### src/rtl/ps2_keyboard.sv
// PS/2 keyboard receiver: synchronizes the keyboard clock/data, deframes
// 11-bit frames with start/parity/stop checks and queues bytes in a FIFO.
module ps2_keyboard #(
  parameter int FIFO_DEPTH     = 8,
  parameter int TIMEOUT_CYCLES = 50000
) (
  input  logic       clk,
  input  logic       clrn,
  input  logic       ps2_clk,
  input  logic       ps2_data,
  input  logic       nextdata_n,
  output logic [7:0] data,
  output logic       ready,
  output logic       overflow
);

  localparam int PTR_W = $clog2(FIFO_DEPTH);
  localparam int TO_W  = $clog2(TIMEOUT_CYCLES + 1);
  localparam logic [PTR_W:0] FULL_COUNT = (PTR_W + 1)'(FIFO_DEPTH);

  logic [2:0]       ps2_clk_sync_q, ps2_clk_sync_d;
  logic [1:0]       ps2_data_sync_q, ps2_data_sync_d;
  logic [9:0]       shift_q, shift_d;
  logic [3:0]       bit_cnt_q, bit_cnt_d;
  logic [TO_W-1:0]  to_cnt_q, to_cnt_d;
  logic             frame_ok_q, frame_ok_d;
  logic [7:0]       frame_byte_q, frame_byte_d;
  logic [PTR_W-1:0] rd_ptr_q, rd_ptr_d;
  logic [PTR_W-1:0] wr_ptr_q, wr_ptr_d;
  logic [PTR_W:0]   count_q, count_d;
  logic             overflow_q, overflow_d;
  logic             ready_q, ready_d;
  logic [7:0]       data_q, data_d;
  logic [7:0]       mem_q [FIFO_DEPTH];

  logic        fall;
  logic        data_s;
  logic [10:0] frame;
  logic        pop;
  logic        push;
  logic        full;

  assign fall   = ps2_clk_sync_q[2] & ~ps2_clk_sync_q[1];
  assign data_s = ps2_data_sync_q[1];
  // The shift register holds the first ten samples; the eleventh is the live bit.
  assign frame  = {data_s, shift_q};

  always_comb begin
    ps2_clk_sync_d  = {ps2_clk_sync_q[1:0], ps2_clk};
    ps2_data_sync_d = {ps2_data_sync_q[0], ps2_data};
    shift_d         = shift_q;
    bit_cnt_d       = bit_cnt_q;
    to_cnt_d        = to_cnt_q;
    frame_ok_d      = 1'b0;
    frame_byte_d    = frame_byte_q;
    if (fall) begin
      shift_d  = {data_s, shift_q[9:1]};
      to_cnt_d = '0;
      if (bit_cnt_q == 4'd10) begin
        bit_cnt_d = 4'd0;
        if (!frame[0] && frame[10] && (^frame[9:1])) begin
          frame_ok_d   = 1'b1;
          frame_byte_d = frame[8:1];
        end
      end else begin
        bit_cnt_d = bit_cnt_q + 4'd1;
      end
    end else if (bit_cnt_q != 4'd0) begin
      if (to_cnt_q == TO_W'(TIMEOUT_CYCLES - 1)) begin
        bit_cnt_d = 4'd0;
        to_cnt_d  = '0;
      end else begin
        to_cnt_d = to_cnt_q + TO_W'(1);
      end
    end else begin
      to_cnt_d = '0;
    end
  end

  assign pop  = ~nextdata_n & ready_q;
  assign full = (count_q == FULL_COUNT);
  // A pop in the same cycle frees the slot, so a full FIFO still accepts the byte.
  assign push = frame_ok_q & (~full | pop);

  always_comb begin
    rd_ptr_d   = rd_ptr_q + PTR_W'(pop);
    wr_ptr_d   = wr_ptr_q + PTR_W'(push);
    count_d    = count_q + (PTR_W + 1)'(push) - (PTR_W + 1)'(pop);
    overflow_d = overflow_q | (frame_ok_q & full & ~pop);
    ready_d    = (count_d != '0);
    data_d     = 8'h00;
    if (count_d != '0) begin
      if (push && (count_q == (PTR_W + 1)'(pop)))
        data_d = frame_byte_q;
      else
        data_d = mem_q[rd_ptr_d];
    end
  end

  always_ff @(posedge clk or negedge clrn) begin
    if (!clrn) begin
      ps2_clk_sync_q  <= 3'b111;
      ps2_data_sync_q <= 2'b11;
      shift_q         <= '0;
      bit_cnt_q       <= '0;
      to_cnt_q        <= '0;
      frame_ok_q      <= 1'b0;
      frame_byte_q    <= 8'h00;
      rd_ptr_q        <= '0;
      wr_ptr_q        <= '0;
      count_q         <= '0;
      overflow_q      <= 1'b0;
      ready_q         <= 1'b0;
      data_q          <= 8'h00;
    end else begin
      ps2_clk_sync_q  <= ps2_clk_sync_d;
      ps2_data_sync_q <= ps2_data_sync_d;
      shift_q         <= shift_d;
      bit_cnt_q       <= bit_cnt_d;
      to_cnt_q        <= to_cnt_d;
      frame_ok_q      <= frame_ok_d;
      frame_byte_q    <= frame_byte_d;
      rd_ptr_q        <= rd_ptr_d;
      wr_ptr_q        <= wr_ptr_d;
      count_q         <= count_d;
      overflow_q      <= overflow_d;
      ready_q         <= ready_d;
      data_q          <= data_d;
    end
  end

  always_ff @(posedge clk) begin
    if (push)
      mem_q[wr_ptr_q] <= frame_byte_q;
  end

  assign data     = data_q;
  assign ready    = ready_q;
  assign overflow = overflow_q;

endmodule

### config.mk
export PLATFORM = sky130hd
export DESIGN_NAME = ps2_keyboard
export DESIGN_NICKNAME = d
export VERILOG_FILES = /design/src/rtl/ps2_keyboard.sv
export SDC_FILE = /design/constraint.sdc
export NUM_CORES = 1
export LEC_CHECK = 0
export CORE_MARGIN = 2
export CORE_UTILIZATION = 45
export DETAILED_ROUTE_END_ITERATION = 8
export SYNTH_ARGS = -nofsm -noshare
export SYNTH_HDL_FRONTEND = slang
export SYNTH_SLANG_ARGS = --single-unit
### constraint.sdc
create_clock -name clk -period 3.2 [get_ports clk]
set_input_delay 0.48 -clock clk [delete_from_list [all_inputs] [get_ports clk]]
set_output_delay 0.48 -clock clk [all_outputs]
set_load 0.05 [all_outputs]
== Word-level counts from Yosys, hierarchy flattened ==
Memory sizes are Yosys's and may differ from the RTL's.
Index checks and enable logic that the tools add are counted.
Storage, ports and cells
  register bits after elaboration: 64
  latch bits: 0
  memory bits (writable): 64
  bits in read-only memories: 0
  output and inout port bits: 10
  logic and storage cells: 60
  memories: 1
Memories
  mem_q: words 8, width 8, rd ports 1, clocked after Yosys merged registers in 0, write ports 1, line 34  | logic [7:0] mem_q [FIFO_DEPTH];
Cells by class
  add/subtract/negate cells: 6
  multiply operators: 0
  div/mod/pow operators: 0
  $lt $le $gt $ge: 0
  equal/unequal tests: 4
  shift operators: 0
  mux-type cells: 14
  bitwise gates (word level): 11
  reductions and logical operators: 11
Operators with widths (number)
  16-bit two-way mux: 3
  16-bit by 1-bit adder with 16-bit output (second input constant): 1
  16-bit == test (second input constant): 1
  4-bit two-way mux: 4
  8-bit two-way mux: 2
  9-bit parity: 1
  4-bit == test (second input constant): 2
  4-bit nonzero test: 2
  3-bit by 1-bit adder with 3-bit output: 2
  1-bit bitwise AND: 5
  1-bit two-way mux: 5
  4-bit by 1-bit adder with 4-bit output: 1
  4-bit by 1-bit adder with 4-bit output (second input constant): 1
  4-bit by 1-bit == test with 1-bit output: 1
  1-bit inverter: 4
  2-bit nonzero test: 2
  4-bit by 1-bit subtractor with 4-bit output: 1
  1-bit logical AND: 3
  3-bit AND reduction: 1
  1-bit OR: 2
  2-bit AND reduction: 1
  1-bit logical NOT: 1

== Longest topological paths before layout ==
  depth in word-level cells: 8
  mapped depth: 13
  depth with buffers taken out: 13

== Worst setup path before layout ==
OpenSTA, ideal clock, no wires.
  path type: register -> register
  from: reg ready_q (netlist: ready)
  to: reg data_q[0] (netlist: data[0])
  arrival time: 2.972 ns
  required time: 3.038 ns
  setup slack: 0.065 ns
  cell stages (with the launch flop): 12
  clock period less this slack: 3.135 ns
  cells stage by stage: dfrtp_1 > nor2b_1 > nor3_1 > nand2b_1 > ha_1 > inv_1 > ha_1 > inv_1 > fa_1 > inv_1 > nor3_1 > a221oi_1
On the way
  word-level cells in the longest chain between the ends: 7
  elaborated cells on any way between the ends: 12
Ends and longest elaborated chain
  start, declared: line 32  | logic ready_q, ready_d;
  start signal, assigned: line 127  | ready_q <= ready_d;
  1-bit bitwise AND (*): line 80  | assign pop = ~nextdata_n & ready_q;
  1-bit OR: line 83  | assign push = frame_ok_q & (~full | pop);
  1-bit bitwise AND: line 83
  4-bit by 1-bit adder with 4-bit output: line 88  | count_d = count_q + (PTR_W + 1)'(push) - (PTR_W + 1)'(pop);
  4-bit by 1-bit subtractor with 4-bit output (*): line 88
  named net count_d[1]: line 30  | logic [PTR_W:0] count_q, count_d;
  4-bit nonzero test (*): line 92  | if (count_d != '0) begin
  8-bit two-way mux (*): line 92
  named net data_d[0]: line 33  | logic [7:0] data_q, data_d;
  end signal, assigned: line 128  | data_q <= data_d;
  end, declared: line 33
The timed path passes the listed nets; every way through them passes the cells marked *.
A chain may end at the register's enable or synchronous reset.

== Final worst setup path ==
  from: in nextdata_n
  to: reg data_q[0] (netlist: data[0])
On the way
  word-level cells in the longest chain between the ends: 8
  elaborated cells on any way between the ends: 13
Ends and longest elaborated chain
  start, declared: line 11  | input logic nextdata_n,
  1-bit inverter (*): line 80
  1-bit bitwise AND (*): line 80
  1-bit OR: line 83
  1-bit bitwise AND: line 83
  4-bit by 1-bit adder with 4-bit output: line 88
  4-bit by 1-bit subtractor with 4-bit output (*): line 88
  named net count_d[2]: line 30
  4-bit nonzero test (*): line 92
  8-bit two-way mux (*): line 92
  named net data_d[0]: line 33
Marked as above.

==> reports/qor.yml <==
status:
  outcome: "completed"
power:
  power_frac_seq: 0.379
  internal_power_mw: 3.750
  p_clk_frac: 0.347
  power.share.combinational: 0.274
  p_leak_nw: 2.578
  ir_drop_mv: 0.4448
  power_density_nw_per_um2: 837.4
  power.switching_mw: 1.600
  power_mw: 5.351
  swShare: 0.2991
clock_network:
  clkSlewWorstSetupHoldPaths_ps: 60
  cts.repair.resized: 0
  postCtsSetupRepairBufs: 0
  htree_num_levels: 4
  clk_latency_ps: 410
  holdBufCountCts: 0
  cts-buffers-inserted: 17
  cts.sinks: 128
  cts_tree: "done"
  cts_root_buffer: "clkbuf_16"
  clock_path_buffers: 2
route:
  drc: 0
  drt-initial-drc-count: 105
  routed_via_density: 5.254
  drt.antenna.violating_nets: 0
  finalWirelength_mm: 9.022
  num_vias: 2953
  drtPass1Iterations: 4
  wl_per_cell_um: 16.05
global_routing:
  grt_usage: 0.1586
  overflow: 0
  grt_pass1_wl_mm: 15.55
  antenna_found_initial: 0
  grt_max_degree: 42
  grt_pass1_vias: 3061
place:
  dp_slack_ps: -53.93
  place.gp.congestion: 0.7912
  dpl.hpwl_mm: 6.235
  io_buffers: 14
timing:
  fin_ws_ps: 376.5
  slew_headroom: 0.5054
  skew_ps: 9.654
  fin_tns_setup_ps: 0
  hold_viol: 0
  rsz0062_at_grt: "no"
  max_freq_ghz: 0.3542
  period_minus_slack_ps: 2823
  post-route-period-util: 0.8823
  worstMarginPinSlew_ps: 736.6
  final-setup-viol-count: 0
  slew_viol_final: 0
worst_setup_path:
  worstPathArrival_ps: 3120
  end_kind: "flip-flop"
  crit_type: "primary input to flip-flop"
  cp.required_ps: 3500
  worstPathMaxFanout: 9
  start_kind: "primary input"
synthesis:
  synthMuxAreaShare: 0.1065
  synth_top_cell_by_area: "edfxtp_1"
  ys_ff_latch: 128
  synthesis.area_um2: 5391
  synthCells: 367
  synth_top_area_frac: 0.3565
  syn_avg_cell_area_um2: 14.69
  ys_seq_area_frac: 0.6547
  yosysWarnings: 0
  synthesis.nets: 387
  synth_xor_area_frac: 0.04479
  synth_adder_area_share: 0.03620
  synth_top_family_by_area: "multiplexers"
  synth_compound_area_frac: 0.03574
  yosys.area_share.simple: 0.09701
  yosysUniqueCellTypes: 43
  synth_area_leaders: "edfxtp_1 (36%), dfrtp_1 (27%), mux4_2 (6.7%)"
floorplanning:
  die_width_um: 113.5
  initial_utilization: 0.4662
  die_height_um: 113.5
  num_rows: 39
  io-pin-count: 15
  core_um2: 11560
  die-area_um2: 12870
finish:
  drive_above_1_share: 0.2220
  antenna_cells: 0
  fill_cells: 933
  area_delta_synth_final_pct: 18.52
  fin_nets: 426
worst_hold_path:
  hp-class: "primary input to async pin"
run:
  drv_cap: 0
path summary, 6_finish.rpt:
check	start	to	slack, ps	depth (start not counted)
max in group asynchronous	clrn	ps2_data_sync_q[1]$_DFF_PN1_	2250	2
max	nextdata_n	data[0]$_DFF_PN0_	380	13
min in group clk	ps2_data_sync_q[0]$_DFF_PN1_	ps2_data_sync_q[1]$_DFF_PN1_	360	0
min reg2reg	ps2_data_sync_q[0]$_DFF_PN1_	ps2_data_sync_q[1]$_DFF_PN1_	360	0
max reg2reg	count_q[2]$_DFF_PN0_	data[0]$_DFF_PN0_	410	14
min	clrn	bit_cnt_q[3]$_DFFE_PN0P_	50	1
layout by cell type, fill, tap and decap left out, types with 2 or more instances in the layout:
| cell | instances |
|---|---|
| clkinvlp_4 | 5 |
| inv_1 | 23 |
| mux2_2 | 17 |
| a31oi_1 | 8 |
| ha_1 | 14 |
| nand4_1 | 2 |
| nor2b_1 | 4 |
| nand3_1 | 7 |
| mux4_2 | 16 |
| nor4_1 | 4 |
| and3_1 | 2 |
| nor3_1 | 8 |
| clkbuf_16 | 17 |
| inv_6 | 2 |
| xnor2_1 | 17 |
| nand2_1 | 40 |
| bufinv_16 | 2 |
| a22o_1 | 2 |
| nand3b_1 | 2 |
| a21oi_1 | 4 |
| dfstp_2 | 5 |
| clkinv_4 | 5 |
| nor2_1 | 22 |
| nand2b_1 | 5 |
| o21ai_0 | 2 |
| buf_12 | 2 |
| xor2_1 | 5 |
| buf_4 | 14 |
| edfxtp_1 | 64 |
| or3_1 | 2 |
| a21o_1 | 2 |
| a221oi_1 | 8 |
| dfrtp_1 | 59 |
| clkdlybuf4s50_1 | 13 |
power by group through the flow:
stage                     sequential, mW  combinational (mW)  clock (mW)
after floorplan                     2.15               0.968           0
after global placement              2.06                1.45           0
after detailed placement            2.06                1.49           0
after CTS                           2.03                1.49        1.90
after global routing                2.06                1.63        1.98
final                               2.03                1.46        1.86
sequential cells by signal, indices dropped and copies added (netlist names):
signal / count
data: 8
frame_ok_q: 1
bit_cnt_q: 4
overflow: 1
rd_ptr_q: 3
frame_byte_q: 8
count_q: 4
ps2_clk_sync_q: 3
wr_ptr_q: 3
ready: 1
shift_q: 10
ps2_data_sync_q: 2
to_cnt_q: 16
mem_q: 64
worst max-delay path, cell delays in order:
cell	delay (ps)
clkdlybuf4s50_1	400
nor2b_1	260
nor3_1	110
nand2b_1	170
ha_1	270
inv_1	50
ha_1	160
inv_1	50
fa_1	380
xnor2_1	220
nor3_1	80
buf_4	170
a221oi_1	300
metal layers:
layer / track usage / part of all wire / wire length, um
met5: 0 / 0 / 0
met4: 0.05610 / 0.0091 / 82
met3: 0.05685 / 0.032 / 286
met2: 0.2575 / 0.51 / 4632
met1: 0.1988 / 0.45 / 4021
synthesized netlist by cell type (all sizes together):
cell / n
xor2: 5
mux2: 17
inv: 23
or4: 2
nand3b: 2
a31oi: 8
nor4bb: 1
nor2: 22
buf: 8
o21ai: 2
nand4b: 1
a21oi: 4
nand2: 40
nor4: 5
and3: 2
nand2b: 5
nor2b: 4
fa: 1
or3: 2
nand4: 2
xnor3: 1
a22o: 2
clkbuf: 2
nand4bb: 1
a221oi: 8
mux4: 16
a21o: 2
and3b: 1
nor3: 8
edfxtp: 64
dfrtp: 59
dfstp: 5
xnor2: 17
ha: 14
a32o: 1
mux2i: 1
nand3: 8
xor3: 1
cell families (layout without fill, tap and decap cells):
group,after synthesis,count (layout)
muxes,34,34
DFF,128,128
xor gates and xnor gates,24,24
buffers and inverters,33,85
and+or+nand+nor,106,106
adders and majority gates,15,15
AOI/OAI and AO/OA,27,27
per-stage QoR:
step	area [um^2]	hold slack [ps]	util	cells
floorplan	5391	184.4	-	367
global placement	5802	347.6	0.5017	530
detailed placement	5802	350.1	0.5017	530
CTS	6390	52.63	0.5525	562
global route	6390	89.52	0.5525	562
finish	6390	45.34	0.5525	562
final cells by class:
type / count / area [um^2] / share of cell area
repair buffers: 30 / 280.3 / 0.04386
clock inverters: 15 / 162.7 / 0.02546
inverters: 23 / 86.33 / 0.01351
well taps: 143 / 178.9 / 0.02800
multi-input cells: 206 / 1727 / 0.2702
flip-flops and latches: 128 / 3530 / 0.5524
clock buffers: 17 / 425.4 / 0.06658
Power figures use the tool's default switching activity.
